## src/rtl/tmds_pkg.sv

```systemverilog
// Shared TMDS receive definitions: the four control tokens and the alignment FSM states.
package tmds_pkg;

  localparam logic [9:0] TokC00 = 10'h354;
  localparam logic [9:0] TokC01 = 10'h0AB;
  localparam logic [9:0] TokC10 = 10'h154;
  localparam logic [9:0] TokC11 = 10'h2AB;

  typedef enum logic [1:0] {
    StHunt,
    StSlip,
    StLocked
  } state_e;

endpackage

```

## src/rtl/tmds_sym_decode.sv

```systemverilog
// Combinational TMDS symbol decode: control-token detect plus 8b data recovery.
module tmds_sym_decode
  import tmds_pkg::*;
(
  input  logic [9:0] sym_i,
  output logic       is_ctrl_o,
  output logic [1:0] ctrl_o,
  output logic [7:0] data_o
);

  logic [7:0] t;

  always_comb begin
    is_ctrl_o = 1'b1;
    ctrl_o    = 2'b00;
    unique case (sym_i)
      TokC00:  ctrl_o = 2'b00;
      TokC01:  ctrl_o = 2'b01;
      TokC10:  ctrl_o = 2'b10;
      TokC11:  ctrl_o = 2'b11;
      default: is_ctrl_o = 1'b0;
    endcase
  end

  // Undo the optional inversion, then the XOR/XNOR chain selected by bit 8.
  always_comb begin
    t         = sym_i[9] ? ~sym_i[7:0] : sym_i[7:0];
    data_o    = 8'h00;
    data_o[0] = t[0];
    for (int i = 1; i < 8; i++) begin
      data_o[i] = sym_i[8] ? (t[i] ^ t[i-1]) : ~(t[i] ^ t[i-1]);
    end
  end

endmodule

```

## src/rtl/tmds_rx_decoder.sv

```systemverilog
// TMDS receive channel: word alignment FSM with bitslip requests and a 2-stage decode pipeline.
// Define TMDS_RX_ERRCNT_EN to add the oLOSS_CNT lock-loss counter.
module tmds_rx_decoder
  import tmds_pkg::*;
#(
  parameter int unsigned CTRL_RUN    = 8,
  parameter int unsigned SEARCH_LEN  = 1024,
  parameter int unsigned SLIP_WAIT   = 16,
  parameter int unsigned LOSS_WINDOW = 2048
) (
  input  logic        iCLK,
  input  logic        iRESET,
  input  logic [9:0]  iSYM,
  output logic [7:0]  oDATA,
  output logic        oDE,
  output logic [1:0]  oCTRL,
  output logic        oBITSLIP,
`ifdef TMDS_RX_ERRCNT_EN
  output logic        oLOCKED,
  output logic [15:0] oLOSS_CNT
`else
  output logic        oLOCKED
`endif
);

  localparam int unsigned TmrMax0 = (SEARCH_LEN > LOSS_WINDOW) ? SEARCH_LEN : LOSS_WINDOW;
  localparam int unsigned TmrMax  = (TmrMax0 > SLIP_WAIT) ? TmrMax0 : SLIP_WAIT;
  localparam int unsigned TmrW    = $clog2(TmrMax + 1);
  localparam int unsigned RunW    = $clog2(CTRL_RUN + 1);

  logic            dec_ctrl;
  logic [1:0]      dec_cval;
  logic [7:0]      dec_data;
  logic            s1_ctrl_q;
  logic [1:0]      s1_cval_q;
  logic [7:0]      s1_data_q;
  logic [RunW-1:0] run_q, run_d;
  logic            run_done;
  state_e          state_q;
  logic [TmrW-1:0] tmr_q;
  logic            bitslip_q, locked_q, de_q;
  logic [7:0]      data_q;
  logic [1:0]      ctrl_q;
`ifdef TMDS_RX_ERRCNT_EN
  logic [15:0]     loss_q;
  assign oLOSS_CNT = loss_q;
`endif

  tmds_sym_decode u_dec (
    .sym_i     (iSYM),
    .is_ctrl_o (dec_ctrl),
    .ctrl_o    (dec_cval),
    .data_o    (dec_data)
  );

  always_ff @(posedge iCLK) begin
    if (iRESET) begin
      s1_ctrl_q <= 1'b0;
      s1_cval_q <= 2'b00;
      s1_data_q <= 8'h00;
      de_q      <= 1'b0;
      data_q    <= 8'h00;
      ctrl_q    <= 2'b00;
    end else begin
      s1_ctrl_q <= dec_ctrl;
      s1_cval_q <= dec_cval;
      s1_data_q <= dec_data;
      de_q      <= ~s1_ctrl_q & (state_q == StLocked);
      data_q    <= (~s1_ctrl_q & (state_q == StLocked)) ? s1_data_q : 8'h00;
      if (s1_ctrl_q) ctrl_q <= s1_cval_q;
    end
  end

  // Run of consecutive control tokens, counted on the first pipeline stage.
  always_comb begin
    run_d = run_q;
    if (state_q == StSlip || !s1_ctrl_q) begin
      run_d = '0;
    end else if (run_q != RunW'(CTRL_RUN)) begin
      run_d = run_q + RunW'(1);
    end
  end

  assign run_done = (run_d == RunW'(CTRL_RUN));

  always_ff @(posedge iCLK) begin
    if (iRESET) run_q <= '0;
    else        run_q <= run_d;
  end

  // One timer serves the search, slip-settle and loss windows; the states never overlap.
  always_ff @(posedge iCLK) begin
    if (iRESET) begin
      state_q   <= StHunt;
      tmr_q     <= '0;
      bitslip_q <= 1'b0;
      locked_q  <= 1'b0;
`ifdef TMDS_RX_ERRCNT_EN
      loss_q    <= 16'h0000;
`endif
    end else begin
      bitslip_q <= 1'b0;
      locked_q  <= (state_q == StLocked);
      unique case (state_q)
        StHunt: begin
          if (run_done) begin
            state_q <= StLocked;
            tmr_q   <= '0;
          end else if (tmr_q == TmrW'(SEARCH_LEN - 1)) begin
            state_q   <= StSlip;
            tmr_q     <= '0;
            bitslip_q <= 1'b1;
          end else begin
            tmr_q <= tmr_q + TmrW'(1);
          end
        end
        StSlip: begin
          if (tmr_q == TmrW'(SLIP_WAIT - 1)) begin
            state_q <= StHunt;
            tmr_q   <= '0;
          end else begin
            tmr_q <= tmr_q + TmrW'(1);
          end
        end
        StLocked: begin
          if (run_done) begin
            tmr_q <= '0;
          end else if (tmr_q == TmrW'(LOSS_WINDOW - 1)) begin
            state_q <= StHunt;
            tmr_q   <= '0;
`ifdef TMDS_RX_ERRCNT_EN
            if (loss_q != 16'hFFFF) loss_q <= loss_q + 16'd1;
`endif
          end else begin
            tmr_q <= tmr_q + TmrW'(1);
          end
        end
        default: begin
          state_q <= StHunt;
          tmr_q   <= '0;
        end
      endcase
    end
  end

  assign oDATA    = data_q;
  assign oDE      = de_q;
  assign oCTRL    = ctrl_q;
  assign oBITSLIP = bitslip_q;
  assign oLOCKED  = locked_q;

endmodule

```

## config.mk

```make
export PLATFORM = sky130hd
export DESIGN_NAME = tmds_rx_decoder
export DESIGN_NICKNAME = d
export VERILOG_FILES = /design/src/rtl/tmds_pkg.sv /design/src/rtl/tmds_sym_decode.sv /design/src/rtl/tmds_rx_decoder.sv
export SDC_FILE = /design/constraint.sdc
export NUM_CORES = 1
export LEC_CHECK = 0
export BUFFER_PORTS_ARGS = -buffer_cell sky130_fd_sc_hd__buf_2
export CORE_MARGIN = 10
export CORE_UTILIZATION = 25
export CTS_CLUSTER_SIZE = 20
export DETAILED_ROUTE_END_ITERATION = 7
export GPL_ROUTABILITY_DRIVEN = 0
export GPL_TIMING_DRIVEN = 0
export PLACE_DENSITY = 0.47
export SLEW_MARGIN = 15
export SYNTH_ARGS = -nofsm -noshare
export SYNTH_HDL_FRONTEND = slang
export SYNTH_HIERARCHICAL = 1
export SYNTH_SLANG_ARGS = --single-unit
```

## constraint.sdc

```tcl
create_clock -name iCLK -period 4.5 [get_ports iCLK]
set_input_delay 0.675 -clock iCLK [delete_from_list [all_inputs] [get_ports iCLK]]
set_output_delay 0.675 -clock iCLK [all_outputs]
set_load 0.005 [all_outputs]
```

==> out/metrics.cfg, run 1 <==
[outcome]
outcome=finished, final reports clean

[synth]
async_reset_ff_share_pct=0
synth_top_area_share_pct=43.6
syn_inst=206
syn_avg_cell_area_um2=9.37
yosys-top-cells-area=dfxtp_1, ha_1, xor2_1
yosys-top-cells-count=dfxtp_1, nor2_1, inv_1, nand2_1, nor2b_1
syn_area_mm2=0.00193
synthFlopType=dfxtp_1
syn_nets=229
synth_largest_area_cell=dfxtp_1
yosys_warnings=6
yosysMostFrequentCell=dfxtp_1
ys_seq_area_share_pct=43.6
yosysUniqueCellTypes=37
synth-edff-count=0
synth-seq-cells=42

[placed_design]
place_ws_ns=2.32
portBuffers=23
placed_area_mm2=0.00217
placed_cells=328
hpwl_um=2720

[global_routing]
grt_usage_pct=6.43
grt_max_degree=15
overflow=0
antenna_found_initial=0
grt_pass1_vias=1321
grt_pass1_wl_um=6080

[die]
start_util_pct=26.2
io_pins=25
core-area_mm2=0.00737
die_h_um=108
die_w_um=108
dieArea_mm2=0.0116
rows=31

[critical_path]
endpoint_kind=register
cp_max_fo=7
crit_family=compound AO/OA/AOI/OAI gates
crit_buf_inv=1
crit_chain=inv_1, ha_1, or3b_1, mux2i_4, o211ai_1, a21oi_1, nor2_1
start_kind=register
max_stage_delay_ns=0.45
slowest_stage=dfxtp_1
critPathArrivalTime_ns=2.33
path_class=register to register
required_ns=4.68

[clocking]
clk_pin_slew_worst_paths_ns=0.08
clock-sinks=42
cts_buffers=5
root_buffer=clkbuf_8
cts_max_level=2
cts_resized=0
cts.path.max_buffers=2
postCtsSetupRepairBufs=0
clk_latency_ns=0.29
cts_tree=done
hold_buffers=0

[power]
power_uw=781
switching_share_pct=20.0
pwr_density_cell_mw_per_mm2=339
p_seq_share_pct=49.2
p_leak_nw=0.982
internal-power_uw=625
peakVddDrop_mv=0.178
combPwrFrac_pct=5.3
netSwitchingPower_uw=156
pwr-share-clk_pct=45.4

[finish]
antenna_cells=0
final-seq-area_um2=841
multiInputGateArea_mm2=0.00100
instances_no_fill=336
syn_to_final_growth_pct=19.5
nFillCells=782
final_util_pct=31.3
drive_gt1_share_pct=17.3
post-route-cell-area_mm2=0.00231
layout.nets=259

[timing]
drv_slew=0
worst_slack_ns=2.35
period_share_pct=47.8
setup_viol=0
hold_violations=0
min_period_ns=2.15
fin_setup_tns_ns=0
grt_setup_unrepaired=no
max_freq_mhz=465
whs_ns=0.423
worstMarginPinSlew_ns=0.792
skew_ns=0.00568
slew_headroom_pct=47.2

[drt]
totalWireLength_um=3530
wl_per_cell_um=10.5
num_vias=1342
drc=0
drtPass1Iterations=4
vias_per_cell=3.99
postRouteAntennaNets=0
drt_iter0_markers=49

[worst_hold_path]
hold_class=register to register

[flow_run]
maxCapViolations=0

## power by group through the flow
| stage | clock (mW) | sequential (mW) | combinational (mW) |
|---|---|---|---|
| final | 0.355 | 0.384 | 0.0417 |
| after global routing | 0.379 | 0.386 | 0.0479 |
| after CTS | 0.366 | 0.385 | 0.0426 |
| after detailed placement | 0 | 0.393 | 0.0422 |
| after global placement | 0 | 0.393 | 0.0423 |
| after floorplan | 0 | 0.392 | 0.0300 |
## state kept, by name (all words and copies together), names as in the netlist
name and count:
tmr_q 12, oDATA 8, s1_data_q 8, run_q 4
oCTRL 2, s1_cval_q 2, state_q 2, oBITSLIP 1
oDE 1, oLOCKED 1, s1_ctrl_q 1
## worst reg2reg max path, cell delays in order (launching register included)
cell,delay [ns]
dfxtp_1,0.45
inv_1,0.10
ha_1,0.33
or3b_1,0.40
mux2i_4,0.18
o211ai_1,0.20
a21oi_1,0.30
nor2_1,0.08
## cells by family after synthesis
kind of cell    share of synthesized area [%]
xor+xnor                                 10.4
mux                                      2.72
simple gates                             25.4
flops                                    43.6
compound gates                           6.42
fa+ha+maj                                7.13
buf+inv                                  4.34
## placed cells by master, fill, tap and decap left out, types with 2 or more instances in the layout
master,n
nor2_1,18
nand2_1,15
bufinv_16,2
mux2i_1,3
nor3_1,5
xor2_1,12
nor2b_1,14
inv_1,15
xnor2_1,11
and3_1,2
nand2b_1,5
nand4_1,2
nor3b_1,3
ha_1,11
nor4_1,4
clkbuf_1,3
nand3b_1,4
and2_1,8
clkbuf_8,5
buf_2,24
dfxtp_1,42
a21oi_1,5
nand3_1,7
## layer usage
layer | global-route usage, % | share of wire (%) | vias up
met1 | 7.94 | 50 | 583
met3 | 2.63 | 6.2 | 5
li1 | - | - | 732
met4 | 3.15 | 1.9 | 0
met5 | 0 | 0 | -
met2 | 9.41 | 42 | 22
## worst paths after layout
path | startpoint | to | slack [ns] | cells after the start
max reg2reg | run_q[0] | tmr_q[4] | 2.35 | 7
min reg2reg | s1_data_q[5] | oDATA[5] | 0.42 | 1
max | run_q[0] | tmr_q[4] | 2.35 | 7
min | s1_data_q[5] | oDATA[5] | 0.42 | 1
## layout make-up
| class | count | area share [%] |
|---|---|---|
| multi-input cells | 144 | 43.6 |
| well taps | 99 | 5.37 |
| plain buffers | 5 | 1.19 |
| flip-flops and latches | 42 | 36.5 |
| clock inverters | 3 | 2.98 |
| clock buffers | 5 | 2.98 |
| inverters | 15 | 2.44 |
| repair buffers | 23 | 4.99 |
Note: power is estimated with default switching activity, not from simulation.
==> run 2, diff against run 1 <==
==> constraint.sdc (replaced) <==
create_clock -name iCLK -period 2.2 [get_ports iCLK]
set_input_delay 0.33 -clock iCLK [delete_from_list [all_inputs] [get_ports iCLK]]
set_output_delay 0.33 -clock iCLK [all_outputs]
set_load 0.005 [all_outputs]
==> out/metrics.cfg, run 2 (synthesis gave the netlist of run 1 again) <==
[outcome]
outcome=finished, final reports clean

[clocking]
hold_buffers=0  ; unchanged
clock-sinks=42  ; unchanged
cts_buffers=5  ; unchanged
clk_latency_ns=0.29  ; about the same
root_buffer=clkbuf_8
cts_max_level=2  ; unchanged
cts.path.max_buffers=2  ; unchanged
cts_tree=done
clk_pin_slew_worst_paths_ns=0.08  ; about the same

[finish]
final_cell_mix=dfxtp_1, buf_2, nor2_1
antenna_cells=0  ; unchanged
layout.nets=262  ; +1.2%
regMostFlops=tmr_q
layout_commonest_cell=dfxtp_1
nFillCells=784  ; +0.26%
largest_reg_flops=12  ; unchanged
instances_no_fill=339  ; +0.89%
post-route-cell-area_mm2=0.00234  ; +1.5%
syn_to_final_growth_pct=21.3
final_util_pct=31.7  ; +0.46 points
drive_gt1_share_pct=20.0  ; +2.7 points

[power]
pwr_density_cell_mw_per_mm2=682  ; +100%
p_leak_nw=1.00  ; +2.0%
peakVddDrop_mv=0.365  ; +100%
power_mw=1.60  ; +100%

[timing]
min_period_ns=2.06  ; -0.0901 ns
slew_headroom_pct=47.3  ; +0.098 points
drv_slew=0  ; unchanged
setup_viol=0  ; unchanged
skew_ns=0.00617  ; +0.000491 ns
worst_slack_ns=0.140  ; -2.21 ns
period_share_pct=93.6  ; +46 points
whs_ns=0.242  ; -0.181 ns
grt_setup_unrepaired=no
hold_violations=0  ; unchanged
max_freq_mhz=485  ; +4.4%
worstMarginPinSlew_ns=0.790  ; -0.00147 ns
fin_setup_tns_ns=0  ; unchanged

[critical_path]
required_ns=2.38  ; -2.30 ns
critPathArrivalTime_ns=2.24  ; -0.09 ns
start_kind=register
endpoint_kind=register
path_class=register to register
cp_max_fo=4  ; -3

[drt]
totalWireLength_um=3550  ; +0.62%
drc=0  ; unchanged
num_vias=1360  ; +1.3%
drt_iter0_markers=54  ; +10%
postRouteAntennaNets=0  ; unchanged
vias_per_cell=4.01  ; +0.44%
drtPass1Iterations=4  ; unchanged
wl_per_cell_um=10.5  ; -0.27%

[global_routing]
grt_usage_pct=6.43  ; unchanged
grt_max_degree=15  ; unchanged
overflow=0  ; unchanged
antenna_found_initial=0  ; unchanged
grt_pass1_vias=1321  ; unchanged
grt_pass1_wl_um=6080  ; unchanged

[placed_design]
place_ws_ns=0.0181  ; -2.30 ns
placed_cells=328  ; unchanged
placed_area_mm2=0.00217  ; unchanged
hpwl_um=2720  ; unchanged
portBuffers=23  ; unchanged

[die]
die_h_um=108  ; unchanged
die_w_um=108  ; unchanged
core-area_mm2=0.00737  ; unchanged
rows=31  ; unchanged
start_util_pct=26.2  ; unchanged
dieArea_mm2=0.0116  ; unchanged
io_pins=25  ; unchanged

[worst_hold_path]
hold_class=input port to register

[flow_run]
maxCapViolations=0  ; unchanged

## run 2: final cells by class
cell class                      instances  area, µm²  area share (%)
Inverter                               15       56.3            2.41
Multi-Input combinational cell        144       1010            43.2
Timing Repair Buffer                   26        138            5.88
Buffer                                  5       27.5            1.18
Sequential cell                        42        846            36.1
Clock inverter                          3       68.8            2.94
Tap cell                               99        124            5.29
Clock buffer                            5       68.8            2.94
## run 2: layer usage
layer | global-route usage (%) | vias up | wire length, µm | share of wire [%]
li1 | - | 738 | - | -
met4 | 3.15 | 0 | 66 | 1.9
met3 | 2.63 | 5 | 221 | 6.2
met1 | 7.94 | 593 | 1780 | 50
met5 | 0 | - | 0 | 0
met2 | 9.41 | 24 | 1480 | 42
## run 2: report_power, final
part | internal, mW | switching (mW)
registers | 0.778 | 0.00716
logic | 0.0443 | 0.0411
clock network | 0.455 | 0.271
total | 1.28 | 0.319
## run 2: final timing paths
path	startpoint	end	slack (ns)	depth (start not counted)
setup reg to reg	run_q[0]	tmr_q[4]	0.14	8
hold / removal	iRESET	oLOCKED	0.24	2
setup / recovery	run_q[0]	tmr_q[4]	0.14	8
hold reg to reg	s1_data_q[5]	oDATA[5]	0.42	1
## run 2: timing repair
| action | CTS | global route |
|---|---|---|
| gates resized for setup | 0 | 5 |
| setup endpoints to repair | 0 | 13 |
| buffers inserted | 0 | 3 |
## run 2: worst max-delay path, cell delays in order (launching register included)
cell,delay [ns]
dfxtp_4,0.37
inv_1,0.06
ha_1,0.32
or3b_4,0.39
mux2i_4,0.18
o211ai_1,0.20
buf_4,0.19
a21oi_2,0.18
nor2_1,0.07
